## src/rtl/ved_mult_iter.sv

```systemverilog
// Iterative WIDTH x WIDTH multiplier built around a single (WIDTH/2)x(WIDTH/2) Vedic core,
// stepping through the four Urdhva partial products with valid/ready on both sides.
module ved_mult_iter #(
    parameter int WIDTH     = 64,
    parameter bit SIGNED_EN = 1'b1
) (
    input  logic                 clk,
    input  logic                 rst,
    input  logic                 in_valid,
    output logic                 in_ready,
    input  logic [WIDTH-1:0]     a,
    input  logic [WIDTH-1:0]     b,
    input  logic                 is_signed,
    output logic                 out_valid,
    input  logic                 out_ready,
    output logic [2*WIDTH-1:0]   result,
    output logic                 busy
);

    localparam int H  = WIDTH / 2;
    localparam int PW = 2 * WIDTH;
    localparam int CW = $clog2(H + 1);

    typedef enum logic [2:0] {IDLE, MUL0, MUL1, MUL2, MUL3, FIX, DONE} state_t;

    state_t            state, state_next;
    logic [WIDTH-1:0]  ra, rb, a_mag, b_mag;
    logic              neg, take_signed;
    logic [PW-1:0]     acc, prod_ext;
    logic [H-1:0]      core_x, core_y;
    logic [WIDTH-1:0]  core_p;
    logic [CW-1:0]     colsum [0:2*H-2];

    always_ff @(posedge clk) begin
        if (rst) state <= IDLE;
        else     state <= state_next;
    end

    always_comb begin
        state_next = state;
        in_ready   = 1'b0;
        out_valid  = 1'b0;
        busy       = 1'b1;
        case (state)
            IDLE: begin
                in_ready = 1'b1;
                busy     = 1'b0;
                if (in_valid) state_next = MUL0;
            end
            MUL0: state_next = MUL1;
            MUL1: state_next = MUL2;
            MUL2: state_next = MUL3;
            MUL3: state_next = FIX;
            FIX:  state_next = DONE;
            DONE: begin
                out_valid = 1'b1;
                if (out_ready) state_next = IDLE;
            end
            default: state_next = IDLE;
        endcase
    end

    // Signed operands are reduced to magnitudes; -2^(W-1) maps onto itself, read as unsigned.
    always_comb begin
        take_signed = SIGNED_EN && is_signed;
        a_mag = (take_signed && a[WIDTH-1]) ? (~a + WIDTH'(1)) : a;
        b_mag = (take_signed && b[WIDTH-1]) ? (~b + WIDTH'(1)) : b;
    end

    always_comb begin
        core_x = ra[H-1:0];
        core_y = rb[H-1:0];
        case (state)
            MUL1: core_x = ra[WIDTH-1:H];
            MUL2: core_y = rb[WIDTH-1:H];
            MUL3: begin
                core_x = ra[WIDTH-1:H];
                core_y = rb[WIDTH-1:H];
            end
            default: ;
        endcase
    end

    // Urdhva-tiryakbhyam: vertical/crosswise column sums first, then one carry-resolving sum.
    always_comb begin
        for (int k = 0; k < 2*H-1; k++) colsum[k] = '0;
        for (int i = 0; i < H; i++) begin
            for (int j = 0; j < H; j++) begin
                colsum[i+j] = colsum[i+j] + CW'(core_x[i] & core_y[j]);
            end
        end
        core_p = '0;
        for (int k = 0; k < 2*H-1; k++) begin
            core_p = core_p + (WIDTH'(colsum[k]) << k);
        end
    end

    assign prod_ext = {{WIDTH{1'b0}}, core_p};

    always_ff @(posedge clk) begin
        if (rst) begin
            ra     <= '0;
            rb     <= '0;
            neg    <= 1'b0;
            acc    <= '0;
            result <= '0;
        end else begin
            case (state)
                IDLE: begin
                    if (in_valid) begin
                        ra  <= a_mag;
                        rb  <= b_mag;
                        neg <= take_signed && (a[WIDTH-1] ^ b[WIDTH-1]);
                    end
                end
                MUL0:       acc <= prod_ext;
                MUL1, MUL2: acc <= acc + (prod_ext << H);
                MUL3:       acc <= acc + {core_p, {WIDTH{1'b0}}};
                FIX:        result <= neg ? (~acc + PW'(1)) : acc;
                default: ;
            endcase
        end
    end

endmodule
```

## config.mk

```make
export PLATFORM = sky130hd
export DESIGN_NAME = ved_mult_iter
export DESIGN_NICKNAME = d
export VERILOG_FILES = /design/src/rtl/ved_mult_iter.sv
export SDC_FILE = /design/constraint.sdc
export NUM_CORES = 2
export LEC_CHECK = 0
export CELL_PAD_IN_SITES_DETAIL_PLACEMENT = 0
export CELL_PAD_IN_SITES_GLOBAL_PLACEMENT = 1
export CORE_MARGIN = 5
export CORE_UTILIZATION = 30
export CTS_CLUSTER_SIZE = 40
export DETAILED_ROUTE_END_ITERATION = 7
export PLACE_DENSITY = 0.63
export SLEW_MARGIN = 0
export SYNTH_ARGS = -nofsm -noshare
export SYNTH_HDL_FRONTEND = slang
export SYNTH_SLANG_ARGS = --single-unit
```

## constraint.sdc

```tcl
create_clock -name clk -period 12.3 [get_ports clk]
set_clock_uncertainty 0.1 [all_clocks]
set_input_delay 1.23 -clock clk [delete_from_list [all_inputs] [get_ports clk]]
set_output_delay 1.23 -clock clk [all_outputs]
set_load 0.01 [all_outputs]
```

# Word-level counts from Yosys, hierarchy flattened
# Cells that the tools add are included.
# classes
n_addsub,1028
n_eq_ne,8
muxes,12
n_bitwise,1028
n_reduce_logical,10
# ops
cell,n
6-bit by 1-bit adder with 6-bit output,676
1-bit bitwise AND,1024
128-bit case mux with 3 select lines,1
64-bit by 63-bit adder with 64-bit output,5
5-bit by 1-bit adder with 6-bit output,53
4-bit by 1-bit adder with 5-bit output,55
3-bit by 1-bit adder with 4-bit output,57
2-bit by 1-bit adder with 3-bit output,59
128-bit by 1-bit adder with 128-bit output (second input constant),1
128-bit adder,1
128-bit by 96-bit adder with 128-bit output,1
64-bit by 1-bit adder with 64-bit output (second input constant),2
128-bit two-way mux,1
64-bit two-way mux,2
128-bit NOT,1
64-bit NOT,2
1-bit by 1-bit adder with 2-bit output,61
63-bit by 63-bit adder with 64-bit output,1
32-bit two-way mux,2
62-bit by 62-bit adder with 63-bit output,1
61-bit by 61-bit adder with 62-bit output,1
60-bit by 60-bit adder with 61-bit output,1
59-bit by 59-bit adder with 60-bit output,1
58-bit by 58-bit adder with 59-bit output,1
64 further kinds,76
# totals
register_bits,388
in_bits,133
out_inout_bits,131
word_cells,2092

# Logic depth before layout (Yosys ltp)
# logic_depth
depth_word,69
ltp_mapped,57
mapped_depth_nobuf,49

# Worst setup path before layout
# No wires, ideal clock.
# synth_timing
path_kind,register to register
from,register state[1]
to,register acc[112]
setup_time_ns,0.074
t_arrival_ns,13.435
path_slack_ns,-1.310
path_stages_with_launch,49
period_less_slack_ns,13.610
cell_sequence,dfxtp_1 clkbuf_1 nor2_1 nand2_1 nand2_1 clkbuf_1 buf_1 mux2i_1 nor2_1 fa_1 inv_1 fa_1 fa_1 fa_1 fa_1 inv_1 fa_1 inv_1 (+13 left out) nand2_1 nor3_1 nand3_1 a2111oi_0 nor3_1 o41ai_1 xor2_1 ha_1 nand2_1 o21ai_0 a221o_1 a31oi_1 o21ai_0 nor2_1 o41ai_1 nand3_1 or3_1 a31oi_1
# synth_between
elab_chain_len,69
word_cells_on_any_way,2060
classes_between,add/sub (1025); eq/ne (4); mux (3); bitwise (1024); reduce/logical (4)
# synth_lines
item,line,text
"start, declared",26,"state_t state, state_next;"
"start signal, assigned",36,else state <= state_next;
3-bit == test or 3-bit by 2-bit == test with 1-bit output (tied branches),"73, 108",
2-bit OR reduction (no source line),--,
32-bit two-way mux,73,case (state)
1-bit bitwise AND,89,colsum[i+j] = colsum[i+j] + CW'(core_x[i] & core_y[j]);
1-bit by 1-bit adder with 2-bit output,89,
1-bit by 3-bit adder with 4-bit output or 2-bit by 1-bit adder with 3-bit output (tied branches),"94, 89",
4-bit by 5-bit adder with 6-bit output or 3-bit by 1-bit adder with 4-bit output (tied branches),"94, 89",
6-bit by 7-bit adder with 8-bit output or 4-bit by 1-bit adder with 5-bit output (tied branches),"94, 89",
(+49 left out),--,
59-bit by 59-bit adder with 60-bit output,94,core_p = core_p + (WIDTH'(colsum[k]) << k);
60-bit by 60-bit adder with 61-bit output,94,
61-bit by 61-bit adder with 62-bit output,94,
62-bit by 62-bit adder with 63-bit output,94,
63-bit by 63-bit adder with 64-bit output,94,
64-bit by 63-bit adder with 64-bit output (5 in a row),94,
128-bit adder or 128-bit by 96-bit adder with 128-bit output (tied branches),"118, 117",
128-bit case mux with 3 select lines,108,case (state)
"end signal, assigned",116,MUL0: acc <= prod_ext;
"end signal, assigned",117,"MUL1, MUL2: acc <= acc + (prod_ext << H);"
"end signal, assigned",118,"MUL3: acc <= acc + {core_p, {WIDTH{1'b0}}};"
"end, declared",29,"logic [PW-1:0] acc, prod_ext;"
# Several ways; a longest one is shown, not always the timed one.
# A chain may end at the register's enable or synchronous reset.

# Final worst setup path
# layout_timing
from,register state[1]
to,register acc[126]
# Same word-level chain as after synthesis.

==> impl_metrics.toml <==
[timing]
fin_crit_sh_pct = 100
setup_ws_ns = -0.0348
rsz0062_at_grt = "yes"
relSlewSlack_pct = 30.1
max_freq_mhz = 81.1
finalSetupViolCount = 5
worstMarginPinSlew_ns = 1.04
period_needed_ns = 12.33
hold_violations = 0
timing.final.max_slew_violations = 0

[synthesis]
synth_top_area_cell = "fa_1"
synthTopCellsByArea = "fa_1 (27%), dfxtp_1 (12%), ha_1 (10%)"
yosysMostFrequentCell = "nand2_1"
synth_common_cells = "nand2_1 (975), nor2_1 (963), inv_1 (956), fa_1 (842), ha_1 (521)"
synth_top_area_share_pct = 26.7
ys_types = 79
seq_area_frac_synth_pct = 12.3
synthFlopType = "dfxtp_1"
syn_nets = 9335
synth_edf_count = 0
synth_warnings = 0
ys_async_sr_fraction_pct = 0
ys_seq_elements = 388
syn_inst = 7839
avgSynthCellArea_um2 = 8.06
syn_area_mm2 = 0.0632

[die]
coreArea_mm2 = 0.210
die_h_um = 469
start_util_pct = 30.1
die_w_um = 469
die_area_mm2 = 0.220
io_pins = 264
num_rows = 168

[clock_network]
cts_buffer_depth = 3
root_buffer = "clkbuf_16"
numCtsBuffers = 54
cts_max_level = 2
postCtsHoldBufs = 0
clk_pin_slew_ns = 0.06
cts_tree = "built"
clock_latency_ns = 0.75
cts.sinks = 388

[worst_setup_path]
r2r_cells = 55
path_buf_inv = 18
path_common_cell = "fa_1"
reg2reg_from = "state[1]"
crit_required_ns = 12.80
critPathTopFamily = "adder cells"
start_kind = "flop"
worstSetupPathType = "reg2reg"
crit_arrival_ns = 12.83
cp_max_fo = 7
r2r_setup_slack_ns = -0.03
crit_path_end_kind = "flop"
slowest_stage = "fa_2"
timing.rr.end = "acc[126]"
cp_slowest_stage_delay_ns = 0.63

[route]
routed_wl_mm = 318
viasPerCell = 5.28
dr_total_vias = 62500
post_drt_wl_per_cell_um = 26.9
firstDrtPassIters = 8
drtIter0Drc = 5260
remaining_drc_errors = 0
ant_nets = 0

[grt]
antenna_found_initial = 23
grt_max_degree = 237
first_global_vias = 62100
grt_pass1_wl_mm = 449
track_usage_pct = 28.1
grt_overflow = 0

[final_layout]
seq_area_mm2 = 0.00778
final_util_pct = 39.9
finalNetCount = 10500
multi_input_area_mm2 = 0.0533
drive_above_1_share_pct = 22.0
area_growth_pct = 32.5
stdcell_area_mm2 = 0.0837
fillCellCount = 21500

[worst_hold_path]
min-delay-start = "result[108]"
whs_path_depth = 2
holdPathEnd = "result[108]"
hold_path.class = "reg2reg"

[place]
hpwl_mm = 262
place.gp.congestion = 1.04
dpl_cell_area_mm2 = 0.0768
port_buffers = 263

[pwr]
p_leak_uw = 0.0384
power_density_mw_per_mm2 = 329
irDropWorstVdd_mv = 0.532

[status]
violations = "negative setup slack"
status = "finished with violations"

[run]
maxCapViolCount = 0
## per-layer routing
layer,vias up,GRT usage (%),share of wire (%)
met5,-,0,0.021
met4,10,15.0,6.7
met1,31200,37.7,42
met3,637,4.29,7.2
li1,28200,-,-
met2,2515,43.7,44
## power breakdown
group | switching (µW) | internal, µW | leakage [µW] | total, µW
combinational | 13300 | 10700 | 0.0343 | 24000
sequential | 340 | 1410 | 0.00317 | 1750
clock | 733 | 1070 | 0.000966 | 1800
total | 14400 | 13200 | 0.0384 | 27500
## cell usage in the layout, fill, tap and decap left out, types with 57 or more instances in the layout
cell type / count
a211oi_1: 235
a21o_1: 180
a21oi_1: 351
buf_12: 59
buf_4: 1111
buf_6: 85
clkdlybuf4s50_1: 262
dfxtp_1: 384
fa_1: 796
ha_1: 472
inv_1: 916
nand2_1: 937
nand3_1: 57
nand4_1: 70
nor2_1: 932
nor3_1: 79
o21ai_0: 194
o31ai_1: 65
or3_1: 57
xnor2_1: 173
xor2_1: 286
## kinds of logic (layout without fill, tap and decap cells)
kind of cell	Yosys count	in the layout	synth area share (%)
flip-flops	388	388	12.3
AO/OA/AOI/OAI	1511	1511	15.6
buffers and inverters	1409	2585	8.48
AND/OR/NAND/NOR	2525	2525	17.3
XOR/XNOR	506	506	7.04
other	0	14	0
multiplexers	137	137	2.30
adder cells (fa/ha/maj)	1363	1363	37.0
## layout make-up
class                      instances  area share [%]
inverter                         957            4.30
timing repair buffer            1532            16.1
sequential                       388            9.30
multi-input combinational       6042            63.7
clock inverter                    26           0.547
clock buffer                      70            1.82
antenna                           14          0.0419
tap                             2805            4.19
## per-stage QoR
step           instances  hold slack, ns  power [µW]  TNS [ns]  setup WS [ns]
2_1_floorplan       7839           0.341       11100         0        0.00509
3_3_place_gp       11600           0.339       22500    -39.46          -1.19
3_5_place_dp       11600           0.344       22500    -41.65          -1.20
4_1_cts            11800           0.351       25800   -0.0229        -0.0135
5_1_grt            11800           0.378       29200     -8.02         -0.389
6_report           11800           0.347       27500    -0.101        -0.0348
## tightest hold or removal path, delay by kind of cell, from the launching register on
| family | cells | cell delay (ns) |
|---|---|---|
| flops | 1 | 0.30 |
| simple gates | 1 | 0.05 |
| compound gates | 1 | 0.05 |
## worst max-delay path by stage
stage              from  endpoint  slack [ns]  cells after the start
2_1_floorplan  state[2]  acc[123]       0.005                     52
3_3_place_gp   state[1]  acc[121]       -1.19                     49
3_5_place_dp   state[1]  acc[123]       -1.20                     48
4_1_cts        state[1]  acc[123]       -0.01                     49
5_1_grt        state[2]   acc[95]       -0.39                     55
6_report       state[1]  acc[126]       -0.03                     55
## repair_timing
action | in CTS | in global routing
endpoints found under the setup margin | 57 | 54
buffers inserted | 72 | 78
cloned | 6 | 0
endpoints found under the hold margin | 0 | 0
gates resized for setup | 371 | 413
pin swaps | 157 | 312
## registers in the layout, indices dropped and copies added (netlist names)
| register | flops |
|---|---|
| state | 3 |
| neg | 1 |
| result | 128 |
| ra | 64 |
| acc | 128 |
| rb | 64 |
(Power assumes the default switching activity.)
